==> config.mk <==
export PLATFORM = sky130hd
export DESIGN_NAME = sd_data_fifo
export DESIGN_NICKNAME = d
export VERILOG_FILES = /design/src/rtl/sd_pkg.sv /design/src/rtl/sd_fifo_ram.sv /design/src/rtl/sd_data_fifo.sv
export SDC_FILE = /design/constraint.sdc
export NUM_CORES = 1
export LEC_CHECK = 0
export CORE_ASPECT_RATIO = 1.4
export CORE_MARGIN = 3
export CORE_UTILIZATION = 57
export CTS_CLUSTER_SIZE = 20
export DETAILED_ROUTE_END_ITERATION = 16
export GPL_ROUTABILITY_DRIVEN = 0
export PLACE_DENSITY_LB_ADDON = 0.15
export SYNTH_ARGS = -nofsm -noshare
export SYNTH_HDL_FRONTEND = slang
export SYNTH_SLANG_ARGS = --single-unit
==> constraint.sdc <==
create_clock -name sd_clk -period 7 [get_ports sd_clk]
set_input_delay 1.05 -clock sd_clk [delete_from_list [all_inputs] [get_ports sd_clk]]
set_output_delay 1.05 -clock sd_clk [all_outputs]
set_load 0.05 [all_outputs]
==> src/rtl/sd_pkg.sv <==
// Shared SDIO controller definitions: data word width and sd_status bit positions.
package sd_pkg;

    localparam int unsigned SD_WORD_W = 32;

    // FIFO-related bit positions within the sd_status register
    localparam int unsigned TXFIFOHE = 14;
    localparam int unsigned RXFIFOHF = 15;
    localparam int unsigned TXFIFOF  = 16;
    localparam int unsigned RXFIFOF  = 17;
    localparam int unsigned TXFIFOE  = 18;
    localparam int unsigned RXFIFOE  = 19;
    localparam int unsigned TXDAVL   = 20;
    localparam int unsigned RXDAVL   = 21;

endpackage

==> src/rtl/sd_fifo_ram.sv <==
// DEPTH x 32 simple dual-port RAM; registered read port that holds when not enabled.
module sd_fifo_ram
    import sd_pkg::*;
#(
    parameter int unsigned DEPTH = 32,
    parameter int unsigned AW    = $clog2(DEPTH)
) (
    input  logic                 clk_i,
    input  logic                 rst_i,
    input  logic                 we_i,
    input  logic [AW-1:0]        waddr_i,
    input  logic [SD_WORD_W-1:0] wdata_i,
    input  logic                 re_i,
    input  logic [AW-1:0]        raddr_i,
    output logic [SD_WORD_W-1:0] rdata_o
);

    logic [SD_WORD_W-1:0] mem_q [DEPTH];
    logic [SD_WORD_W-1:0] rdata_q, rdata_d;

    always_ff @(posedge clk_i) begin
        if (we_i) begin
            mem_q[waddr_i] <= wdata_i;
        end
    end

    // Read-before-write: a same-address read returns the old word (needed at full)
    always_comb begin
        rdata_d = rdata_q;
        if (re_i) begin
            rdata_d = mem_q[raddr_i];
        end
    end

    always_ff @(posedge clk_i or posedge rst_i) begin
        if (rst_i) begin
            rdata_q <= '0;
        end else begin
            rdata_q <= rdata_d;
        end
    end

    assign rdata_o = rdata_q;

endmodule

==> src/rtl/sd_data_fifo.sv <==
// SDIO data FIFO between DPSM and host/DMA: direction muxing, pointers, count and sticky errors.
module sd_data_fifo
    import sd_pkg::*;
#(
    parameter int unsigned DEPTH = 32,
    parameter int unsigned AW    = $clog2(DEPTH)
) (
    input  logic                 sd_clk,
    input  logic                 rst,
    input  logic                 en_rx,
    input  logic                 en_tx,
    input  logic                 flush,
    input  logic                 clr_err,
    input  logic                 dpsm_wr,
    input  logic [SD_WORD_W-1:0] dpsm_dat_i,
    input  logic                 dpsm_rd,
    output logic [SD_WORD_W-1:0] dpsm_dat_o,
    input  logic                 host_wr,
    input  logic [SD_WORD_W-1:0] host_dat_i,
    input  logic                 host_rd,
    output logic [SD_WORD_W-1:0] host_dat_o,
    output logic                 fifo_full,
    output logic                 fifo_empty,
    output logic                 fifo_half,
    output logic [31:0]          fifocnt,
    output logic                 overrun,
    output logic                 underrun
);

    localparam logic [AW:0] CNT_FULL = (AW+1)'(DEPTH);
    localparam logic [AW:0] CNT_HALF = (AW+1)'(DEPTH / 2);

    logic [AW-1:0]        wptr_q, wptr_d, rptr_q, rptr_d;
    logic [AW:0]          count_q, count_d;
    logic                 full_q, full_d, empty_q, empty_d, half_q, half_d;
    logic                 overrun_q, overrun_d, underrun_q, underrun_d;
    logic                 owner_q, owner_d;  // 1: RAM output register belongs to the DPSM port
    logic [SD_WORD_W-1:0] host_hold_q, host_hold_d, dpsm_hold_q, dpsm_hold_d;
    logic [SD_WORD_W-1:0] wr_data, ram_rdata;
    logic                 wr_sel, rd_sel, rd_tx, is_full, is_empty;
    logic                 wr_ok, rd_ok, ovr_set, und_set;

    always_comb begin
        wr_sel   = en_rx ? dpsm_wr : host_wr;
        wr_data  = en_rx ? dpsm_dat_i : host_dat_i;
        rd_tx    = en_tx & ~en_rx;
        rd_sel   = rd_tx ? dpsm_rd : host_rd;
        is_full  = (count_q == CNT_FULL);
        is_empty = (count_q == '0);
        wr_ok    = ~flush & wr_sel & (~is_full | rd_sel);
        rd_ok    = ~flush & rd_sel & ~is_empty;
        ovr_set  = ~flush & wr_sel & is_full & ~rd_sel;
        und_set  = ~flush & rd_sel & is_empty;
    end

    always_comb begin
        wptr_d      = wptr_q;
        rptr_d      = rptr_q;
        count_d     = count_q;
        owner_d     = owner_q;
        host_hold_d = host_hold_q;
        dpsm_hold_d = dpsm_hold_q;
        if (flush) begin
            wptr_d  = '0;
            rptr_d  = '0;
            count_d = '0;
        end else begin
            if (wr_ok) wptr_d = wptr_q + AW'(1);
            if (rd_ok) rptr_d = rptr_q + AW'(1);
            case ({wr_ok, rd_ok})
                2'b10:   count_d = count_q + (AW+1)'(1);
                2'b01:   count_d = count_q - (AW+1)'(1);
                default: count_d = count_q;
            endcase
        end
        // On a port switch, the port losing the RAM register keeps its last word
        if (rd_ok) begin
            owner_d = rd_tx;
            if (rd_tx && !owner_q) host_hold_d = ram_rdata;
            if (!rd_tx && owner_q) dpsm_hold_d = ram_rdata;
        end
        full_d     = (count_d == CNT_FULL);
        empty_d    = (count_d == '0);
        half_d     = (count_d >= CNT_HALF);
        overrun_d  = flush ? 1'b0 : (ovr_set | (overrun_q & ~clr_err));
        underrun_d = flush ? 1'b0 : (und_set | (underrun_q & ~clr_err));
    end

    always_ff @(posedge sd_clk or posedge rst) begin
        if (rst) begin
            wptr_q      <= '0;
            rptr_q      <= '0;
            count_q     <= '0;
            full_q      <= 1'b0;
            empty_q     <= 1'b1;
            half_q      <= 1'b0;
            overrun_q   <= 1'b0;
            underrun_q  <= 1'b0;
            owner_q     <= 1'b0;
            host_hold_q <= '0;
            dpsm_hold_q <= '0;
        end else begin
            wptr_q      <= wptr_d;
            rptr_q      <= rptr_d;
            count_q     <= count_d;
            full_q      <= full_d;
            empty_q     <= empty_d;
            half_q      <= half_d;
            overrun_q   <= overrun_d;
            underrun_q  <= underrun_d;
            owner_q     <= owner_d;
            host_hold_q <= host_hold_d;
            dpsm_hold_q <= dpsm_hold_d;
        end
    end

    sd_fifo_ram #(
        .DEPTH (DEPTH),
        .AW    (AW)
    ) u_ram (
        .clk_i   (sd_clk),
        .rst_i   (rst),
        .we_i    (wr_ok),
        .waddr_i (wptr_q),
        .wdata_i (wr_data),
        .re_i    (rd_ok),
        .raddr_i (rptr_q),
        .rdata_o (ram_rdata)
    );

    assign host_dat_o = owner_q ? host_hold_q : ram_rdata;
    assign dpsm_dat_o = owner_q ? ram_rdata : dpsm_hold_q;
    assign fifo_full  = full_q;
    assign fifo_empty = empty_q;
    assign fifo_half  = half_q;
    assign fifocnt    = {{(31 - AW){1'b0}}, count_q};
    assign overrun    = overrun_q;
    assign underrun   = underrun_q;

endmodule

==> run_results.csv, run 1 <==
group,metric,value,unit
outcome,status,"finished, final reports clean",
floorplanning,initial_core_util,0.5793,
clocking,htreeDepth,3,
floorplanning,dieHeight,337.1,um
setup_path,crit_chain,"clkdlybuf4s50_1, or2_2, a31oi_2, nand2_1, nor2_4",
logic_synthesis,synthArstFlopShare,0.1033,
clocking,numCtsBuffers,102,
worst_hold_path,hp-class,"reg2reg",
route,vias_per_cell,6.464,
cells_and_area,finish.net_count,2323,
floorplanning,die-area,81720,um^2
route,routed_wl,108200,um
timing,finalSetupViolations,0,
setup_path,critPathKind,"in2reg",
clocking,ctsHoldBuffers,0,
clocking,cts_sinks,1142,
setup_path,cp-end-kind,"register",
timing,slew_headroom,0.1799,
logic_synthesis,ys.flop_type,"edfxtp_1",
timing,hold_viol,0,
route,wire_per_inst,32.09,um
floorplanning,io-pin-count,175,
flow_run,maxCapViolCount,0,
grt,grt_pass1_wl,158100,um
cells_and_area,postLayoutCoreUtil,0.6569,
setup_path,required,7280,ps
floorplanning,core,77020,um^2
grt,grt_pass1_vias,21984,
logic_synthesis,ys_seq_area_frac,0.7553,
cells_and_area,final_cells,3372,
clocking,cts_tree,"yes",
setup_path,cpMaxStageDelayCell,"nor2_4",
setup_path,cp-start-kind,"input port",
timing,finalSetupTns,0,ps
placement,dp_hpwl,68200,um
grt,grt-ovfl-total,0,
floorplanning,num_rows,120,
placement,io_buffers,148,
grt,antenna_found_initial,9,
setup_path,cp_max_fo,32,
clocking,post_cts_buffers,0,
clocking,clk_pin_slew,60,ps
floorplanning,die_x,242.5,um
timing,worst_slew_pin_slew,1227,ps
logic_synthesis,avgSynthCellArea,21.26,um^2
grt,grt_usage,0.2700,
logic_synthesis,syn_area,44620,um^2
cells_and_area,drive_gt1_frac,0.2790,
setup_path,cpPeakStageDelay,1190,ps
pwr,irDropWorstVdd,0.2328,mV
logic_synthesis,synth_edf_count,1024,
route,drtIter0Drc,2259,
timing,rsz0062_at_grt,"no",
logic_synthesis,ys_seq_elements,1142,
pwr,p_per_area,345.6,nW/um^2
cells_and_area,syn_to_final_growth,13.39,%
pwr,p_leak,0.01613,uW
route,first_pass_iters,6,
route,ant_nets,0,
timing,fin_crit,4692,ps
clocking,insertion_delay,680,ps
route,route.vias.total,21797,
route,drc,0,
placement,placed_cells,3174,
logic_synthesis,ys_warn_count,0,
grt,grt_max_degree,109,
logic_synthesis,syn_inst,2099,
setup_path,crit_arrival,4970,ps
timing,finalClockSkew,26.46,ps
clocking,cts-root-buf,"clkbuf_16",
timing,fmax,213.1,MHz
logic_synthesis,post_synth_num_cell_types,57,
clocking,cts_resized,0,
timing,fin_crit_sh,0.6703,
clocking,cts_buffer_depth,3,
timing,final_max_slew_viol_count,0,
-- final timing paths --
kind,to,cells after the start,slack [ps],start
setup reg to reg,fifo_full$_DFF_PP0_,13,2890,count_q[1]$_DFF_PP0_
max in group asynchronous,rptr_q[1]$_DFFE_PP0P_,3,4820,rst
hold / removal,host_hold_q[28]$_DFFE_PP0P_,1,480,host_hold_q[28]$_DFFE_PP0P_
hold reg to reg,host_hold_q[28]$_DFFE_PP0P_,1,480,host_hold_q[28]$_DFFE_PP0P_
min in group asynchronous,dpsm_hold_q[4]$_DFFE_PP0P_,2,930,rst
setup / recovery,u_ram.mem_q[29][7]$_DFFE_PP_,5,2310,flush
-- cell usage after synthesis (2+ instances only) --
cell      number  area [um^2]
xor2_1         9        78.83
buf_1          4        15.01
mux2i_1        3        30.03
buf_12         3        60.06
a21o_1         2        15.01
dfrtp_1      117         2928
mux2_4        30        450.4
nand3_1        5        25.02
inv_1          8        30.03
mux4_2       256         5766
and2_1         2        12.51
or4_1         32        240.2
nand2_1       45        168.9
buf_2         29        145.1
or3_1          4        25.02
buf_6          5        56.30
a21oi_1        6        30.03
buf_4         53        397.9
ha_1           8        100.1
edfxtp_1    1024        30750
mux2_2       129         1453
clkbuf_1      56        210.2
or2_1          2        12.51
nor2b_1        2        12.51
nor3_1         2        10.01
nand2b_1       4        25.02
nand3b_1       6        45.04
nor2_1        51        191.4
o21ai_0       38        190.2
xnor2_1        4        35.03
or3b_2         3        26.28
nand4_1        4        25.02
o22ai_1      128        800.8
nand4b_1       2        17.52
-- report_power, final --
group          internal, uW  switching [uW]
Clock                  3380            2490
Sequential             7770             298
Combinational          1490            2060
Total                 12600            4850
-- final cells by class --
type / instances / area, um^2
tap: 1037 / 1297
timing repair buffer: 163 / 1652
inverter: 9 / 41.29
multi-input combinational: 823 / 10340
sequential: 1142 / 33710
antenna: 5 / 12.51
clock buffer: 112 / 2611
clock inverter: 81 / 932.1
fill: 5060 / 26430
-- flip-flops by register name (all words and copies together), names as in the netlist --
register and count:
fifo_empty 1, fifo_half 1, dpsm_hold_q 32, fifo_full 1, owner_q 1, count_q 6
underrun 1, host_hold_q 32, u_ram.rdata_o 32, u_ram.mem_q 1024, overrun 1, rptr_q 5
wptr_q 5
-- per-layer routing --
| layer | wire, um | vias up | share of wire | GRT usage |
|---|---|---|---|---|
| li1 | - | 8954 | - | - |
| met4 | 3617 | 8 | 0.033 | 0.09150 |
| met2 | 56570 | 1073 | 0.52 | 0.4726 |
| met3 | 8238 | 180 | 0.076 | 0.03969 |
| met5 | 57 | - | 0.00053 | 0 |
| met1 | 39720 | 11582 | 0.37 | 0.3518 |
-- cell usage in the layout (no fill, tap or decap), types with 6 or more instances in the layout --
cell	n
mux4_2	256
clkinv_2	25
mux2_2	129
clkbuf_1	9
buf_4	10
o22ai_1	128
conb_1	26
o21ai_0	38
clkinvlp_4	10
bufinv_16	18
nand3b_1	6
edfxtp_1	1024
nor2_1	19
dfrtp_1	114
nor2_4	32
xor2_1	9
clkinv_1	18
ha_1	8
mux2_4	30
nand2_1	44
inv_1	7
a21oi_1	6
clkdlybuf4s50_1	147
clkbuf_16	103
or4_1	32
-- critical path: cells and delay by family --
kind	cells	cell delay (ps)
AO/OA/AOI/OAI	1	500
AND/OR/NAND/NOR	3	2480
buffers and inverters	1	890
-- cell families after synthesis --
kind of cell | synth area share
AOI/OAI and AO/OA | 0.02507
xor gates and xnor gates | 0.002552
adders and majority gates | 0.002243
buffers and inverters | 0.02069
DFF | 0.7553
muxes | 0.1731
other | 0.00008404
and+or+nand+nor | 0.02095
-- stage by stage --
stage,instance area (um^2),setup slack (ps),total power (uW),hold WS [ps]
floorplan,44720,2823,10660,452.2
global placement,47040,1848,11740,468.9
detailed placement,47040,1651,11800,477.1
CTS,50580,2341,17620,491.7
global route,50580,2010,18030,514.4
finish,50600,2308,17480,483.8
No activity file was read; power rests on OpenSTA's default activity.
==> run 2, diff against run 1 <==
==> constraint.sdc (replaced) <==
create_clock -name sd_clk -period 4.4 [get_ports sd_clk]
set_input_delay 0.66 -clock sd_clk [delete_from_list [all_inputs] [get_ports sd_clk]]
set_output_delay 0.66 -clock sd_clk [all_outputs]
set_load 0.05 [all_outputs]
==> run 2 against run 1 <==
Against the previous run:
- highest routed layer is now met4
- clock skew decreased by 7.3 ps
- largest power group unchanged
- final area increased by 1.0%
- largest cell class unchanged
- die area unchanged
==> run_results.csv, run 2 (synthesized netlist as in run 1, its figures left out) <==
group,metric,value,unit
outcome,status,"finished, final reports clean",
clocking,clk_pin_slew,60,ps
route,drc,0,
pwr,power,26860,uW
floorplanning,initial_core_util,0.5793,
grt,grt_max_degree,119,
cells_and_area,largest_register_ffs,1024,
route,first_pass_iters,5,
cells_and_area,largest_register,"u_ram.mem_q",
clocking,htreeDepth,3,
floorplanning,io-pin-count,175,
cells_and_area,multiInputGateArea,10340,um^2
clocking,ctsHoldBuffers,0,
pwr,pwr-share-seq,0.478,
setup_path,cp-end-kind,"primary output",
route,vias_per_cell,6.326,
clocking,cts_buffer_depth,3,
grt,antenna_found_initial,6,
pwr,p_per_area,525.4,nW/um^2
floorplanning,die-area,81720,um^2
clocking,cts_tree,"yes",
grt,grt_usage,0.2601,
cells_and_area,seqCellArea,33710,um^2
timing,fin_crit_sh,0.8165,
route,ant_nets,0,
setup_path,critPathKind,"reg2out",
floorplanning,core,77020,um^2
timing,fin_crit,3593,ps
timing,fmax,278.3,MHz
placement,io_buffers,148,
clocking,numCtsBuffers,102,
pwr,clkPwrFrac,0.320,
worst_hold_path,hp-class,"in2async",
pwr,p_comb_frac,0.203,
clocking,cts_sinks,1142,
route,routed_wl,103900,um
cells_and_area,drive_gt1_frac,0.2911,
cells_and_area,syn_to_final_growth,14.57,%
setup_path,cp_max_fo,33,
timing,slew_headroom,0.2904,
placement,dp_hpwl,60840,um
timing,finalClockSkew,19.16,ps
cells_and_area,final_common_cell,"edfxtp_1",
timing,finalSetupViolations,0,
clocking,cts_resized,0,
timing,final_max_slew_viol_count,0,
route,route.vias.total,21723,
grt,grt_pass1_vias,22829,
pwr,switchingPower,7273,uW
pwr,p_leak,0.01642,uW
route,drtIter0Drc,2133,
clocking,cts-root-buf,"clkbuf_16",
pwr,netSwitchingFraction,0.2708,
pwr,irDropWorstVdd,0.4155,mV
setup_path,required,3740,ps
clocking,post_cts_buffers,0,
flow_run,maxCapViolCount,0,
timing,rsz0062_at_grt,"no",
placement,placed_cells,3246,
clocking,insertion_delay,670,ps
timing,worst_slew_pin_slew,1064,ps
pwr,intPower,19590,uW
grt,grt_pass1_wl,154400,um
route,wire_per_inst,30.25,um
cells_and_area,finish.net_count,2395,
grt,grt-ovfl-total,0,
cells_and_area,fillers,4972,
timing,hold_viol,0,
floorplanning,num_rows,120,
setup_path,cp-start-kind,"register",
floorplanning,die_x,242.5,um
timing,finalSetupTns,0,ps
floorplanning,dieHeight,337.1,um
setup_path,crit_arrival,2930,ps
cells_and_area,final_cell_mix,"edfxtp_1 (1,024), mux4_2 (256), clkdlybuf4s50_1 (147)",
cells_and_area,final_cells,3434,
-- run 2: cell types whose count changed in the layout (fill, tap and decap cells not counted), moves of 2 or more --
cell        delta
bufinv_16     -10
clkinv_1      +11
clkinv_2       -8
diode_2        -2
clkinvlp_4     -4
buf_12        +27
clkbuf_1       +6
buf_4         +45
clkinv_8       -2
-- run 2: final timing paths --
check | cells after the start | endpoint | slack [ps] | start
max | 3 | host_dat_o[12] | 810 | owner_q$_DFFE_PP0P_
min | 3 | host_hold_q[1]$_DFFE_PP0P_ | 500 | rst
max reg2reg | 14 | fifo_full$_DFF_PP0_ | 1030 | count_q[2]$_DFF_PP0_
min reg2reg | 1 | host_hold_q[28]$_DFFE_PP0P_ | 500 | host_hold_q[28]$_DFFE_PP0P_
max in group asynchronous | 3 | rptr_q[0]$_DFFE_PP0P_ | 3330 | rst
min in group sd_clk | 1 | host_hold_q[28]$_DFFE_PP0P_ | 500 | host_hold_q[28]$_DFFE_PP0P_
-- run 2: critical path, stage by stage, from the launching register on --
cell	delay [ps]
dfrtp_2	870
buf_12	280
mux2_2	380
clkdlybuf4s50_1	710
-- run 2: power by group through the flow --
| stage | clock network (uW) | logic, uW | registers [uW] |
|---|---|---|---|
| after floorplan | 0 | 4110 | 12900 |
| after detailed placement | 0 | 5490 | 13100 |
| after global routing | 9170 | 5750 | 12900 |
| after global placement | 0 | 5430 | 13000 |
| after CTS | 8730 | 5510 | 12800 |
| final | 8590 | 5440 | 12800 |
-- run 2: cell type report --
type,count,share of cell area
repair buffers,235,0.04949
inverters,9,0.0008077
clock inverters,66,0.01048
multi-input cells,823,0.2022
clock buffers,119,0.05201
flip-flops and latches,1142,0.6595
well taps,1037,0.02538
diodes,3,0.0001469
-- run 2: layer usage --
layer,global-route usage,up-vias,share of wire
met5,0,-,0
met4,0.07909,0,0.027
met3,0.04431,177,0.077
met2,0.4554,988,0.53
met1,0.3387,11465,0.37
li1,-,9093,-
-- run 2: per-stage QoR --
stage / utilization / instance area (um^2) / hold WS, ps / worst slack (ps)
2_1_floorplan: - / 44720 / 452.2 / 612.5
3_3_place_gp: 0.6221 / 47920 / 465.3 / 639.1
3_5_place_dp: 0.6221 / 47920 / 483.4 / 593.1
4_1_cts: 0.6636 / 51110 / 467.5 / 760.8
5_1_grt: 0.6636 / 51110 / 512.8 / 699.9
6_report: 0.6637 / 51120 / 497.8 / 807.3
==> run 3, diff against run 2 <==
==> constraint.sdc (replaced) <==
create_clock -name sd_clk -period 3.5 [get_ports sd_clk]
set_input_delay 0.525 -clock sd_clk [delete_from_list [all_inputs] [get_ports sd_clk]]
set_output_delay 0.525 -clock sd_clk [all_outputs]
set_load 0.05 [all_outputs]
==> run 3 against run 2 <==
Against the previous run:
- final cell count rose by 0.99%
- non-clock buffer count rose by 32
- die area did not move
- combinational power rose by 26%
- total power rose by 28%
- flip-flop and latch count did not move
- final area rose by 1.1%
- register-to-register slack got worse by 500 ps
- worst setup slack got worse by 660 ps
- global-route usage fell by 0.18 points
- largest cell class unchanged
==> run_results.csv, run 3 (synthesized netlist as in run 1, its figures left out) <==
group,metric,value,unit
grt,antenna_found_initial,3,
setup_path,cp-end-kind,"primary output",
floorplanning,dieHeight,337.1,um
placement,io_buffers,148,
setup_path,cp_max_fo,46,
clocking,cts_resized,0,
grt,grt_max_degree,68,
cells_and_area,fillers,4892,
cells_and_area,final_common_cell,"edfxtp_1",
cells_and_area,largest_register,"u_ram.mem_q",
floorplanning,core,77020,um^2
cells_and_area,final_cell_mix,"edfxtp_1 (1,024), mux4_2 (256), clkdlybuf4s50_1 (147)",
clocking,cts-root-buf,"clkbuf_16",
clocking,insertion_delay,670,ps
clocking,post_cts_buffers,0,
cells_and_area,design_area,51660,um^2
route,ant_nets,0,
placement,dp_hpwl,63460,um
floorplanning,die_x,242.5,um
route,first_pass_iters,5,
setup_path,cp-start-kind,"register",
pwr,p_per_area,665.6,nW/um^2
route,vias_per_cell,6.369,
clocking,cts_buffer_depth,3,
cells_and_area,finish.net_count,2428,
cells_and_area,multiInputGateArea,10340,um^2
cells_and_area,syn_to_final_growth,15.78,%
clocking,clk_pin_slew,70,ps
grt,grt_pass1_vias,22832,
timing,fmax,298.7,MHz
timing,finalSetupTns,0,ps
route,route.vias.total,22087,
cells_and_area,largest_register_ffs,1024,
grt,grt_pass1_wl,153900,um
timing,slew_headroom,0.5204,
timing,fin_ws,152.0,ps
pwr,p_leak,0.01673,uW
timing,worst_slew_pin_slew,717.6,ps
floorplanning,die-area,81720,um^2
setup_path,required,2970,ps
timing,finalSetupViolations,0,
timing,final_max_slew_viol_count,0,
cells_and_area,drive_gt1_frac,0.3049,
flow_run,maxCapViolCount,0,
floorplanning,num_rows,120,
route,drtIter0Drc,2323,
timing,hold_viol,0,
timing,fin_crit,3348,ps
placement,placed_cell_area,48220,um^2
clocking,numCtsBuffers,103,
setup_path,crit_chain,"buf_12, mux2_2, clkdlybuf4s50_1",
floorplanning,initial_core_util,0.5793,
cells_and_area,seqCellArea,33710,um^2
outcome,status,"finished, final reports clean",
grt,grt-ovfl-total,0,
timing,fin_crit_sh,0.9566,
floorplanning,io-pin-count,175,
setup_path,cpMaxStageDelayCell,"clkdlybuf4s50_1",
cells_and_area,final_cells,3468,
worst_hold_path,hp-class,"in2async",
timing,finalClockSkew,24.16,ps
route,wire_per_inst,29.95,um
route,drc,0,
clocking,cts_tree,"yes",
route,routed_wl,103900,um
pwr,irDropWorstVdd,0.4612,mV
setup_path,critPathKind,"reg2out",
grt,grt_usage,0.2584,
clocking,htreeDepth,3,
clocking,cts_sinks,1142,
placement,placed_cells,3278,
clocking,ctsHoldBuffers,0,
placement,dp_slack,92.02,ps
timing,rsz0062_at_grt,"no",
setup_path,crit_arrival,2820,ps
setup_path,cpPeakStageDelay,720,ps
==> run 3: worst paths after layout <==
path / startpoint / to / slack, ps / cells after the start
min in group sd_clk: clr_err / overrun$_DFF_PP0_ / 470 / 2
max reg2reg: count_q[3]$_DFF_PP0_ / fifo_full$_DFF_PP0_ / 530 / 11
max: owner_q$_DFFE_PP0P_ / host_dat_o[4] / 150 / 3
min: rst / dpsm_hold_q[0]$_DFFE_PP0P_ / 310 / 2
max in group asynchronous: rst / fifo_empty$_DFF_PP1_ / 2400 / 3
min reg2reg: host_hold_q[28]$_DFFE_PP0P_ / host_hold_q[28]$_DFFE_PP0P_ / 490 / 1
==> run 3: layer usage <==
layer / vias to the layer above / share of wire / track usage
li1: 9178 / - / -
met1: 11711 / 0.38 / 0.3526
met2: 1008 / 0.51 / 0.4386
met3: 188 / 0.079 / 0.04041
met4: 2 / 0.026 / 0.07755
met5: - / 0.00013 / 0
==> run 3: worst max-delay path: cells and delay by family (launching register included) <==
kind                   cells  cell delay (ps)
multiplexers               1              390
flip-flops                 1              710
buffers and inverters      2             1030
==> run 3: area by class of cell <==
type | instances | share of cell area
sequential | 1142 | 0.6526
multi-input combinational | 823 | 0.2001
timing repair buffer | 267 | 0.05483
clock buffer | 115 | 0.05200
tap | 1037 | 0.02512
clock inverter | 74 | 0.01448
inverter | 9 | 0.0008235
antenna | 1 | 0.00004844
==> run 3: where the power goes <==
group	internal [uW]	switching [uW]	leakage, uW	total [uW]
Combinational	3070	3810	0.00430	6880
Sequential	15500	505	0.0108	16000
Clock	6560	4900	0.00167	11500
Total	25200	9210	0.0167	34400
==> run 3: through the flow <==
step / util / hold WS, ps / power (uW)
after floorplan: - / 452.2 / 21320
after global placement: 0.6261 / 464.1 / 23180
after detailed placement: 0.6261 / 483.3 / 23290
after CTS: 0.6707 / 291.2 / 34660
after global routing: 0.6707 / 343.7 / 35580
final: 0.6707 / 305.5 / 34380
==> patch (config.mk and constraints of run 2) <==
`DEPTH` is set to 32 in 2 places; all go to 64. Comments in the files are not updated.
--- a/src/rtl/sd_fifo_ram.sv
+++ b/src/rtl/sd_fifo_ram.sv
@@ -2,7 +2,7 @@
 module sd_fifo_ram
     import sd_pkg::*;
 #(
-    parameter int unsigned DEPTH = 32,
+    parameter int unsigned DEPTH = 64,
     parameter int unsigned AW    = $clog2(DEPTH)
 ) (
     input  logic                 clk_i,
--- a/src/rtl/sd_data_fifo.sv
+++ b/src/rtl/sd_data_fifo.sv
@@ -2,7 +2,7 @@
 module sd_data_fifo
     import sd_pkg::*;
 #(
-    parameter int unsigned DEPTH = 32,
+    parameter int unsigned DEPTH = 64,
     parameter int unsigned AW    = $clog2(DEPTH)
 ) (
     input  logic                 sd_clk,
Check against the original RTL: not settled (the Yosys comparison gave no result); the edit may change what the design does.
==> patch against run 2 <==
Critical path depth is the same; total power rose by 76%; sequential cell count is 1027 higher; area after synthesis is 89% higher; routed wire length is 87% higher; setup slack lost 0.39 ns; via count grew 86%; die area is 87% higher; combinational power increased by 21%; core utilization is 0.85 points lower; final area rose by 88%; critical endpoint is now host_dat_o[7].
==> patch: results (changes against run 2) <==
Worst setup path
  • Reg-to-reg setup timing slack: 0.85 ns (was 1.03 ns)
  • FF-to-FF End: fifo_empty (was fifo_full)
  • Slowest library cell on the worst path: sky130_fd_sc_hd__dfrtp_4 (was sky130_fd_sc_hd__dfrtp_2)
  • Data arrival, critical path: 3.32 ns (was 2.93 ns)
  • Slowest Stage Delay on Critical Path: 0.94 ns (was 0.87 ns)
  • Last element of the critical path: host_dat_o[7] (was host_dat_o[12])

Power and ir drop
  • Total leakage power: 29.8 nW (was 16.4 nW)

Logic synthesis
  • Share of the yosys chip area belonging to registers: 0.764 (was 0.755)
  • Number of flops mapped to enable cells by yosys: 2048 (was 1024)
  • Commonest cells in the netlist: sky130_fd_sc_hd__edfxtp_1 (2048), sky130_fd_sc_hd__mux4_2 (448), sky130_fd_sc_hd__mux2i_1 (258) (was sky130_fd_sc_hd__edfxtp_1 (1024), sky130_fd_sc_hd__mux4_2 (256), sky130_fd_sc_hd__mux2_2 (129))
  • Top cells by area, synth: sky130_fd_sc_hd__edfxtp_1 (73%), sky130_fd_sc_hd__mux4_2 (12%), sky130_fd_sc_hd__dfrtp_1 (3.6%), sky130_fd_sc_hd__mux2i_1 (3.1%), sky130_fd_sc_hd__a22oi_1 (2.0%) (was sky130_fd_sc_hd__edfxtp_1 (69%), sky130_fd_sc_hd__mux4_2 (13%), sky130_fd_sc_hd__dfrtp_1 (6.6%), sky130_fd_sc_hd__mux2_2 (3.3%), sky130_fd_sc_hd__o22ai_1 (1.8%))
  • Fraction of registers with async set or reset after synthesis: 0.0558 (was 0.103)
  • Gate Count Post-Synth: 3983 (was 2099)

Place
  • Number of port buffers: 149 (was 148)

CTS
  • Clock latency reported for the late side of the worst-skew pair: 0.82 ns (was 0.67 ns)
  • Inserted Clock Buffers: 189 (was 102)

Cells and area
  • Max reg flops: 2048 (was 1024)
  • Layout Nets: 4344 (was 2395)
  • Share of final-layout standard cells stronger than drive strength 1: 0.262 (was 0.291)

Route
  • Total number of vias: 40400 (was 21700)
  • Detailed-route wire length per cell: 30.6 um (was 30.3 um)
  • Vias per cell: 6.36 (was 6.33)

STA
  • Worst clock skew: 0.0217 ns (was 0.0192 ns)

Global routing
  • First-pass GRT wire length: 286 mm (was 154 mm)
  • Number of global-route vias before repair: 41600 (was 22800)
  • Pin count of the biggest net entering global routing: 87 (was 119)
  • Initial antenna violation count: 5 (was 6)

Run status
  • Run status: completed (unchanged)
[patch: how the worst min path moves through the flow]
stage / to / slack, ns / from
3_3_place_gp: host_hold_q[20] / 0.46 / host_hold_q[20]
5_1_grt: dpsm_hold_q[14] / 0.42 / rst
6_report: dpsm_hold_q[14] / 0.38 / rst
4_1_cts: dpsm_hold_q[14] / 0.38 / rst
3_5_place_dp: host_hold_q[21] / 0.47 / host_hold_q[21]
2_1_floorplan: host_hold_q[20] / 0.45 / host_hold_q[20]
[patch: stage by stage]
step | hold slack (ns) | util | power (mW) | instance area (um^2)
after global placement | 0.463 | 0.612 | 30.9 | 89800
final | 0.381 | 0.655 | 47.3 | 96100
after floorplan | 0.452 | - | 28.4 | 84500
after CTS | 0.376 | 0.655 | 47.6 | 96100
after detailed placement | 0.475 | 0.612 | 30.9 | 89800
after global routing | 0.416 | 0.655 | 48.8 | 96100
[patch: final cells by class]
class,instances,area share
timing repair buffer,328,0.0364
multi-input combinational,1569,0.201
sequential,2169,0.672
antenna,1,0.0000260
clock inverter,90,0.0107
clock buffer,259,0.0549
inverter,8,0.000391
tap,1932,0.0252
[patch: metal layers]
metal	vias up	share of wire	GRT usage
met5	-	0.000046	0
met4	2	0.020	0.0576
met3	264	0.067	0.0427
met2	1478	0.53	0.452
met1	21700	0.38	0.343
li1	17000	-	-
[patch: kinds of logic after synthesis]
group | count (synthesis) | synth area share
other cells | 1 | 0.0000444
buf+inv | 269 | 0.0151
fa+ha+maj | 5 | 0.000741
mux | 868 | 0.173
simple gates | 331 | 0.0191
flops | 2169 | 0.764
xor+xnor | 10 | 0.00104
compound gates | 330 | 0.0269
[patch: power by group]
part | internal (mW) | leakage, nW | switching, mW
sequential | 23.2 | 20.0 | 0.726
clock | 9.68 | 3.09 | 7.14
combinational | 2.67 | 6.75 | 3.92
